===== src/rtl/seg7_pkg.sv =====
// seg7_pkg: active-high 7-segment glyph constants and nibble decode helper
package seg7_pkg;
  localparam logic [6:0] SEG_0     = 7'h7E;
  localparam logic [6:0] SEG_1     = 7'h30;
  localparam logic [6:0] SEG_2     = 7'h6D;
  localparam logic [6:0] SEG_3     = 7'h79;
  localparam logic [6:0] SEG_4     = 7'h33;
  localparam logic [6:0] SEG_5     = 7'h5B;
  localparam logic [6:0] SEG_6     = 7'h5F;
  localparam logic [6:0] SEG_7     = 7'h70;
  localparam logic [6:0] SEG_8     = 7'h7F;
  localparam logic [6:0] SEG_9     = 7'h7B;
  localparam logic [6:0] SEG_A     = 7'h77;
  localparam logic [6:0] SEG_B     = 7'h1F;
  localparam logic [6:0] SEG_C     = 7'h4E;
  localparam logic [6:0] SEG_D     = 7'h3D;
  localparam logic [6:0] SEG_E     = 7'h4F;
  localparam logic [6:0] SEG_F     = 7'h47;
  localparam logic [6:0] SEG_BLANK = 7'h00;
  localparam logic [6:0] SEG_ALL   = 7'h7F;

  function automatic logic [6:0] nibble_to_seg(input logic [3:0] nibble, input logic hex_en);
    logic [6:0] s;
    case (nibble)
      4'h0: s = SEG_0;
      4'h1: s = SEG_1;
      4'h2: s = SEG_2;
      4'h3: s = SEG_3;
      4'h4: s = SEG_4;
      4'h5: s = SEG_5;
      4'h6: s = SEG_6;
      4'h7: s = SEG_7;
      4'h8: s = SEG_8;
      4'h9: s = SEG_9;
      4'hA: s = SEG_A;
      4'hB: s = SEG_B;
      4'hC: s = SEG_C;
      4'hD: s = SEG_D;
      4'hE: s = SEG_E;
      default: s = SEG_F;
    endcase
    return (!hex_en && nibble > 4'd9) ? SEG_BLANK : s;
  endfunction
endpackage


===== src/rtl/seg7_glyph_rom.sv =====
// seg7_glyph_rom: combinational nibble to active-high segment pattern
module seg7_glyph_rom
  import seg7_pkg::*;
(
  input  logic [3:0] nibble,
  input  logic       hex_en,
  output logic [6:0] seg
);
  assign seg = nibble_to_seg(nibble, hex_en);
endmodule


===== src/rtl/seg7_scan_driver.sv =====
// seg7_scan_driver: multiplexed N-digit 7-segment driver with blanking, lamp test, dp and blink
module seg7_scan_driver
  import seg7_pkg::*;
#(
  parameter int NUM_DIGITS   = 4,
  parameter int REFRESH_DIV  = 50000,
  parameter int GUARD_CYCLES = 2,
  parameter int HEX_EN       = 1,
  parameter int BLINK_FRAMES = 64
) (
  input  logic                    clk,
  input  logic                    nRST,
  input  logic                    load,
  input  logic [4*NUM_DIGITS-1:0] value,
  input  logic [NUM_DIGITS-1:0]   dp_in,
  input  logic [NUM_DIGITS-1:0]   blink_mask,
  input  logic                    nLT,
  input  logic                    nRBI,
  input  logic                    nBI,
  output logic [6:0]              nSEG,
  output logic                    nDP,
  output logic [NUM_DIGITS-1:0]   nAN,
  output logic                    frame_tick
);
  localparam int DW = $clog2(REFRESH_DIV);
  localparam int IW = NUM_DIGITS > 1 ? $clog2(NUM_DIGITS) : 1;
  localparam int FW = BLINK_FRAMES > 1 ? $clog2(BLINK_FRAMES) : 1;
  localparam logic [DW-1:0] DIV_LAST = DW'(REFRESH_DIV - 1);
  localparam logic [DW-1:0] GUARD    = DW'(GUARD_CYCLES);
  localparam logic [IW-1:0] IDX_LAST = IW'(NUM_DIGITS - 1);
  localparam logic [FW-1:0] FRM_LAST = FW'(BLINK_FRAMES - 1);

  logic [DW-1:0]           div_cnt;
  logic [IW-1:0]           idx;
  logic [FW-1:0]           frm_cnt;
  logic                    blink_on;
  logic                    slot_end;
  logic [4*NUM_DIGITS-1:0] sh_val, act_val;
  logic [NUM_DIGITS-1:0]   sh_dp, act_dp, sh_blink, act_blink;
  logic [NUM_DIGITS-1:0]   sup;
  logic                    zero_run;
  logic                    hide;
  logic [3:0]              nib;
  logic [6:0]              glyph;
  logic [6:0]              seg_n;
  logic                    dp_n;
  logic [NUM_DIGITS-1:0]   an_n;

  assign slot_end   = div_cnt == DIV_LAST;
  assign frame_tick = slot_end && idx == IDX_LAST;
  assign nib        = act_val[idx*4 +: 4];

  seg7_glyph_rom u_rom (
    .nibble (nib),
    .hex_en (HEX_EN != 0),
    .seg    (glyph)
  );

  // slot divider and digit index; index advances once per slot
  always_ff @(posedge clk or negedge nRST) begin
    if (!nRST) begin
      div_cnt <= '0;
      idx     <= '0;
    end else if (slot_end) begin
      div_cnt <= '0;
      idx     <= idx == IDX_LAST ? '0 : idx + 1'b1;
    end else begin
      div_cnt <= div_cnt + 1'b1;
    end
  end

  // frame counter flips the blink phase every BLINK_FRAMES frames
  always_ff @(posedge clk or negedge nRST) begin
    if (!nRST) begin
      frm_cnt  <= '0;
      blink_on <= 1'b1;
    end else if (frame_tick) begin
      frm_cnt  <= frm_cnt == FRM_LAST ? '0 : frm_cnt + 1'b1;
      blink_on <= frm_cnt == FRM_LAST ? ~blink_on : blink_on;
    end
  end

  // loads land in shadow; active only changes at frame boundaries so a frame never mixes data
  always_ff @(posedge clk or negedge nRST) begin
    if (!nRST) begin
      sh_val    <= '0;
      sh_dp     <= '0;
      sh_blink  <= '0;
      act_val   <= '0;
      act_dp    <= '0;
      act_blink <= '0;
    end else begin
      if (load) begin
        sh_val   <= value;
        sh_dp    <= dp_in;
        sh_blink <= blink_mask;
      end
      if (frame_tick) begin
        act_val   <= load ? value : sh_val;
        act_dp    <= load ? dp_in : sh_dp;
        act_blink <= load ? blink_mask : sh_blink;
      end
    end
  end

  // leading-zero suppression chain and per-slot output selection by priority
  always_comb begin
    zero_run = 1'b1;
    sup      = '0;
    for (int i = NUM_DIGITS - 1; i > 0; i--) begin
      zero_run = zero_run & (act_val[4*i +: 4] == 4'h0);
      sup[i]   = ~nRBI & zero_run;
    end
    hide  = sup[idx] | (act_blink[idx] & ~blink_on);
    seg_n = !nBI ? ~SEG_BLANK : !nLT ? ~SEG_ALL : hide ? ~SEG_BLANK : ~glyph;
    dp_n  = !nBI ? 1'b1 : !nLT ? 1'b0 : hide ? 1'b1 : ~act_dp[idx];
    an_n  = div_cnt >= GUARD ? ~(NUM_DIGITS'(1) << idx) : '1;
  end

  // registered pin drivers
  always_ff @(posedge clk or negedge nRST) begin
    if (!nRST) begin
      nSEG <= 7'h7F;
      nDP  <= 1'b1;
      nAN  <= '1;
    end else begin
      nSEG <= seg_n;
      nDP  <= dp_n;
      nAN  <= an_n;
    end
  end
endmodule


===== config.mk =====
export PLATFORM = sky130hd
export DESIGN_NAME = seg7_scan_driver
export DESIGN_NICKNAME = d
export VERILOG_FILES = /design/src/rtl/seg7_pkg.sv /design/src/rtl/seg7_glyph_rom.sv /design/src/rtl/seg7_scan_driver.sv
export SDC_FILE = /design/constraint.sdc
export NUM_CORES = 1
export LEC_CHECK = 0
export ABC_AREA = 0
export CAP_MARGIN = 20
export CORE_AREA = 2 2 86 88
export DETAILED_ROUTE_END_ITERATION = 10
export DIE_AREA = 0 0 88 90
export DONT_BUFFER_PORTS = 1
export PLACE_DENSITY = 0.8
export SYNTH_ARGS = -nofsm -noshare
export SYNTH_HDL_FRONTEND = slang
export SYNTH_SLANG_ARGS = --single-unit
export TNS_END_PERCENT = 10

===== constraint.sdc =====
create_clock -name clk -period 4.17 [get_ports clk]
set_clock_uncertainty 0.1 [all_clocks]
set_input_delay 0.6255 -clock clk [delete_from_list [all_inputs] [get_ports clk]]
set_output_delay 0.6255 -clock clk [all_outputs]
set_load 0.01 [all_outputs]

Yosys cells after proc, flatten, opt, wreduce, memory -nomap -nowiden:

Memories as Yosys holds them, arrays and structs flattened.
Index checks and enable logic that the tools add are counted.

* output and inout port bits: 13
* word-level logic and storage cells: 60
* memories: 1
* ROM bits: 112
* flip-flop bits (word level): 85
* input port bits: 30

* add/subtract/negate cells: 3
* bitwise logic cells: 12
* reductions and logical operators: 5
* multiplexer cells: 19
* shift operators: 2
* equality and inequality tests: 3
* order comparisons: 2

Memory list
* (name not given): words 16, bits a word 7, read ports 1, clocked after Yosys merged registers in 0, wr ports 0, RTL line seg7_pkg.sv:24 `case (nibble)`

Operators with widths (count)
* two-way mux 16 bit: 2
* two-way mux 7 bit: 3
* adder 16 x 1 -> 16 bit (second input constant): 1
* == test 16 bit (second input constant): 1
* >= comparator 16 x 2 -> 1 bit (second input constant): 1
* indexed part select 16 x 5 -> 4 bit: 1
* zero test 4 bit: 3
* two-way mux 4 bit: 3
* inverter 7 bit: 1
* adder 6 x 1 -> 6 bit (second input constant): 1
* AND 1 bit: 6
* binary-select mux 1 bit (select 2 bit): 3
* == test 6 bit (second input constant): 1
* two-way mux 1 bit: 6
* two-way mux 6 bit: 1
* inverter 4 bit: 1
* left shift 1 x 2 -> 4 bit (first input constant): 1
* less-than comparator 2 x 3 -> 1 bit (second input constant): 1
* inverter 1 bit: 3
* adder 2 x 1 -> 2 bit (second input constant): 1
* == test 2 bit (second input constant): 1
* two-way mux 2 bit: 1
* AND reduction 2 bit: 1
* logical AND 1 bit: 1
* bitwise OR 1 bit: 1

Depth between registers and ports, before layout:

Gate-level depths: netlist (run 1).

* depth in word-level cells: 10
* gate-level depth with buffers: 9
* mapped depth without buffers: 8

Modules after synthesis:

From an unflattened synthesis (run 1), not the netlist that was laid out.

* cell total of the unflattened synthesis: 312
* area, all modules: 4045.1 µm²

By module, submodules not included
* seg7_scan_driver: times used 1, area an instance 3747.3 µm², sequential area each 2143.3 µm², cells each 271
* seg7_glyph_rom: times used 1, area an instance 297.8 µm², sequential area each 0.0 µm², cells each 41

Worst setup path after synthesis (run 1):

Ideal clock, no wire load.

* kind: register to output
* start: reg div_cnt[10]
* end: out frame_tick
* path slack: 1.626 ns
* path buffers: 0
* cell stages (with the launch flop): 5
* data arrival time: 1.818 ns
* data required time: 3.444 ns
* cells stage by stage: dfrtp_1 -> or4_1 -> or4_4 -> nor4_1 -> and3_1

* longest elaborated chain between the ends: 2

Ends and longest elaborated chain
* start, declared: RTL line seg7_scan_driver.sv:33 `logic [DW-1:0] div_cnt;`
* start signal, assigned: RTL line seg7_scan_driver.sv:68 `div_cnt <= div_cnt + 1'b1;`
* == test 16 bit: RTL line seg7_scan_driver.sv:49 `assign slot_end = div_cnt == DIV_LAST;`
* logical AND 1 bit: RTL line seg7_scan_driver.sv:50 `assign frame_tick = slot_end && idx == IDX_LAST;`
* end, declared: RTL line seg7_scan_driver.sv:23 `output logic frame_tick`

No other way between the ends.

Worst setup path in the final report (run 1):

Ends and elaborated chain as after synthesis.

==> flow_summary.toml, run 1 <==
[sta]
tightest_slew_ns = 0.699
rsz0062_at_grt = "no"
finalMaxSlewViolations = 0
min_period_ns = 2.99
tns_ns = 0
slew_headroom = 0.530
whs_ns = 0.0520
final-setup-viol-count = 0
finalHoldViolCount = 0
fin_crit_sh = 0.718
timing.fmax_mhz = 334

[worst_setup_path]
slowest_stage = "or4_1"
worst_setup_path_end_kind = "output port"
cpPeakStageDelay_ns = 0.55
cp_max_fo = 3
critPathRequiredTime_ns = 3.44
critical_path_arrival_ns = 2.27
start_kind = "flip-flop"
path_delay_family = "simple AND/OR/NAND/NOR gates"
crit_buf_inv = 0
crit_chain = "or4_1 > or4_4 > nor4_1 > and3_1"
path_class = "flip-flop to output port"

[synthesis]
synth_cells = 317
synth_top_area_frac = 0.457
syn_area_sq_um = 3940
ys_seq_elements = 85
postSynthAreaPerCell_sq_um = 12.4
syn_nets = 360
ys_top_cells_by_area = "dfrtp_1, mux2_2, dfstp_2"
ys_types = 37
yosys_warnings = 0
yosysSeqAreaShare = 0.544
synth_top_area_cell = "dfrtp_1"

[route]
drc = 0
dr.first_iter.drc_count = 165
routed_wl_um = 7010
drtPass1Iterations = 4
drt-wirelength-per-cell_um = 16.6
postRouteAntennaNets = 0
vias_per_cell = 5.56
via_count = 2352

[floorplanning]
boundaryPins = 43
core_sq_um = 7020
dieArea_sq_um = 7920
fp-row-count = 31
start_util = 0.561
die_x_um = 88
die-height_um = 90

[global_routing]
grt.overflow.total = 0
grt_pass1_wl_um = 12100
grt.total_usage = 0.202
first_global_vias = 2425
grt_max_degree = 77
antenna_found_initial = 0

[cts]
ctsResizeCount = 0
cts_max_path_buffers = 2
clkTransAtPathRegs_ns = 0.09
cts_htree_levels = 3
insertion_delay_ns = 0.35
cts_root_buffer = "clkbuf_8"
cts_tree = "built"
cts_sinks = 85
numCtsBuffers = 9

[placed_design]
place.detailed.hpwl_um = 4700
portBuffers = 0
gp_congestion = 0.772

[run_status]
status = "completed"

[run]
drv_cap = 0

[finish]
nets = 362
fillCellCount = 540
drive_gt1_frac = 0.281
synthToLayoutAreaGrowth_pct = 8.01
diodes = 0

[power_and_ir_drop]
ir_drop_uv = 219
power_mw = 1.56
leakagePower_nw = 1.87
powerDensity_nw_per_um2 = 367

[worst_hold_path]
hold_path_class = "primary input to async pin"
state kept, by name, indices dropped and copies added, names as in the netlist:
name and count:
sh_blink 4, div_cnt 16, sh_dp 4, nDP 1, sh_val 16, nAN 4, act_val 16, blink_on 1
frm_cnt 6, act_dp 4, act_blink 4, nSEG 7, idx 2
synth_stat cells:
library cell / number
dfrtp_1: 72
mux2_2: 49
nand2_1: 21
nor2_1: 19
nand3_1: 16
dfstp_2: 13
ha_1: 13
inv_1: 11
xor2_1: 10
o21ai_0: 9
clkbuf_1: 7
mux2i_1: 7
xnor2_1: 7
mux4_2: 6
nor3_1: 6
nor4_1: 6
a21oi_1: 4
and3_1: 4
buf_2: 4
o31ai_1: 4
or2_2: 4
nand4_1: 3
or4_1: 3
buf_1: 2
nand2b_1: 2
nor2b_1: 2
nor3b_1: 2
o41ai_1: 2
a21o_1: 1
buf_4: 1
nand3b_1: 1
nor4_4: 1
o211ai_1: 1
o2bb2ai_1: 1
o311a_1: 1
o311ai_0: 1
or4_4: 1
logic make-up (layout without fill, tap and decap cells):
logic type,after synthesis,in the layout,synth area share
simple gates,91,91,0.119
flops,85,85,0.544
mux,62,62,0.192
buf+inv,25,32,0.0261
compound gates,24,24,0.0394
xor+xnor,17,17,0.0378
fa+ha+maj,13,13,0.0413
report_power, final:
part	switching (mW)	total, mW	internal, mW
registers	0.0201	0.889	0.869
logic	0.0484	0.0990	0.0506
clock network	0.280	0.571	0.292
total	0.348	1.56	1.21
final cells by class:
type                            instances  area [sq um]  share of cell area
Clock buffer                           12           145              0.0341
Clock inverter                          4          47.5              0.0112
Inverter                               11          41.3             0.00971
Multi-Input combinational cell        207          1690               0.398
Sequential cell                        85          2140               0.504
Tap cell                               99           124              0.0291
Timing Repair Buffer                    5          60.1              0.0141
through the flow:
stage | area [sq um] | setup slack (ns) | cells | util
finish | 4250 | 1.18 | 423 | 0.606
global route | 4250 | 1.11 | 423 | 0.606
CTS | 4240 | 1.15 | 421 | 0.604
detailed placement | 4010 | 1.52 | 403 | 0.571
global placement | 4010 | 1.56 | 403 | 0.571
floorplan | 3940 | 1.63 | 317 | -
placed cells by master (no fill, tap or decap), types with 4 or more instances in the layout:
cell	synthesis	final
a21oi_1	4	4
and3_1	4	4
clkbuf_8	0	10
dfrtp_1	72	72
dfstp_2	13	13
ha_1	13	13
inv_1	11	11
mux2_2	49	49
mux2i_1	7	7
mux4_2	6	6
nand2_1	21	21
nand3_1	16	16
nor2_1	19	19
nor3_1	6	6
nor4_1	6	6
o21ai_0	9	9
o31ai_1	4	4
or2_2	4	4
xnor2_1	7	7
xor2_1	10	10
final timing paths:
path	from	to	cells past startpoint	slack, ns
setup / recovery	div_cnt[10]	frame_tick	4	1.18
hold / removal	nRST	sh_dp[0]	1	0.05
setup reg to reg	div_cnt[10]	frm_cnt[2]	5	1.54
hold reg to reg	frm_cnt[4]	frm_cnt[4]	1	0.38
max in group asynchronous	nRST	blink_on	1	3.10
min in group clk	nBI	nDP	1	0.19
metal layers:
metal	vias to the layer above	GRT usage	share of wire
met5	-	0	0
met4	0	0.0821	0.020
met3	11	0.0523	0.038
met2	57	0.318	0.51
met1	1163	0.267	0.43
li1	1121	-	-
what timing repair did:
action | 4_1_cts | 5_1_grt
hold endpoints to repair | 76 | 2
hold buffers | 2 | 1
buffers inserted | 0 | 0
Power figures use the tool's default switching activity.
==> run 2: changes to the inputs <==
clock period = 2.9 ns   (was 4.17 ns; I/O delays follow)
==> flow_summary.toml, run 2 (synthesized netlist as in run 1, its figures left out) <==
[cts]
ctsResizeCount = 0
cts_tree = "built"
cts_htree_levels = 3
cts_sinks = 85
cts_max_path_buffers = 2
cts_root_buffer = "clkbuf_8"
clkTransAtPathRegs_ns = 0.08
insertion_delay_ns = 0.35
numCtsBuffers = 9
cts_setup_buffers = 0

[placed_design]
portBuffers = 0
dpl.cell_count = 405
place.detailed.hpwl_um = 4640
gp_congestion = 0.799

[sta]
tns_ns = 0
slew_headroom = 0.627
finalHoldViolCount = 0
timing.fmax_mhz = 359
min_period_ns = 2.79
tightest_slew_ns = 0.559
finalMaxSlewViolations = 0
fin_crit_sh = 0.961
final-setup-viol-count = 0
rsz0062_at_grt = "no"

[global_routing]
grt.total_usage = 0.189
antenna_found_initial = 0
grt.overflow.total = 0
first_global_vias = 2453
grt_pass1_wl_um = 11400
grt_max_degree = 86

[worst_setup_path]
worst_setup_path_end_kind = "output port"
critical_path_arrival_ns = 2.25
reg2reg_from = "div_cnt[10]"
cp-startpoint = "div_cnt[10]"
rr_worst_depth = 6
cp_max_fo = 3
r2r_slack_ns = 0.43
path_class = "flip-flop to output port"
critPathRequiredTime_ns = 2.37
r2r-end = "frm_cnt[2]"
crit_end = "frame_tick"
start_kind = "flip-flop"

[finish]
instances_no_fill = 424
synthToLayoutAreaGrowth_pct = 8.26
final_common_cell = "dfrtp_1"
diodes = 0
nets = 363
final_cell_mix = "dfrtp_1, mux2_2, nand2_1, nor2_1, nand3_1"
drive_gt1_frac = 0.283
reg_top3 = "act_val: 16 flops, div_cnt: 16 flops, sh_val: 16 flops"

[floorplanning]
dieArea_sq_um = 7920
boundaryPins = 43
start_util = 0.561
die_x_um = 88
die-height_um = 90
core_sq_um = 7020
fp-row-count = 31

[run_status]
status = "completed"

[route]
dr.first_iter.drc_count = 182
via_count = 2362
drtPass1Iterations = 4
postRouteAntennaNets = 0
vias_per_cell = 5.57
drc = 0
routed_wl_um = 6710
drt-wirelength-per-cell_um = 15.8

[power_and_ir_drop]
ir_drop_uv = 275
powerDensity_nw_per_um2 = 526
leakagePower_nw = 1.88
power_mw = 2.24

[worst_hold_path]
hold_path_class = "primary input to flip-flop"

[run]
drv_cap = 0
-- run 2: how the worst min path moves through the flow --
stage          start      endpoint  slack, ns  cells after the start
6_report         nBI       nSEG[5]       0.05                      1
5_1_grt          nBI       nSEG[0]       0.04                      1
4_1_cts          nBI       nSEG[5]       0.03                      1
3_5_place_dp    nRST      sh_dp[0]       0.04                      0
3_3_place_gp    nRST      sh_dp[0]       0.04                      0
2_1_floorplan   nRST  act_blink[0]       0.04                      0
-- run 2: timing repair --
item | CTS | global route
hold buffers | 3 | 0
endpoints found under the setup margin | 0 | 0
endpoints found under the hold margin | 91 | 0
-- run 2: layout make-up --
type                       instances  area, sq um
fill                             541         2760
sequential                        85         2140
multi-input combinational        207         1690
clock buffer                      12          145
tap                               99          124
timing repair buffer               6         70.1
clock inverter                     4         47.5
inverter                          11         41.3
-- run 2: power breakdown --
group          internal, mW  switching [mW]
clock network         0.419           0.401
registers              1.25          0.0281
logic                0.0730          0.0713
total                  1.74           0.500
-- run 2: per-layer routing --
metal	share of wire	up-vias	global-route usage
li1	-	1123	-
met1	0.43	1179	0.239
met2	0.51	48	0.299
met3	0.037	12	0.0505
met4	0.021	0	0.0910
met5	0	-	0
-- run 2: worst max-delay path, cell delays in order, from the launching register on --
cell	delay (ns)
dfrtp_1	0.40
or4_1	0.54
or4_4	0.45
nor4_1	0.26
and3_1	0.25
-- run 2: stage by stage --
stage	hold WS, ns	setup slack [ns]	util	instance area, sq um
after global routing	0.0412	0.0237	0.607	4260
final	0.0458	0.114	0.607	4260
after global placement	0.0437	0.469	0.573	4020
after CTS	0.0265	0.0863	0.607	4260
after detailed placement	0.0423	0.430	0.573	4020
after floorplan	0.0394	0.547	-	3940
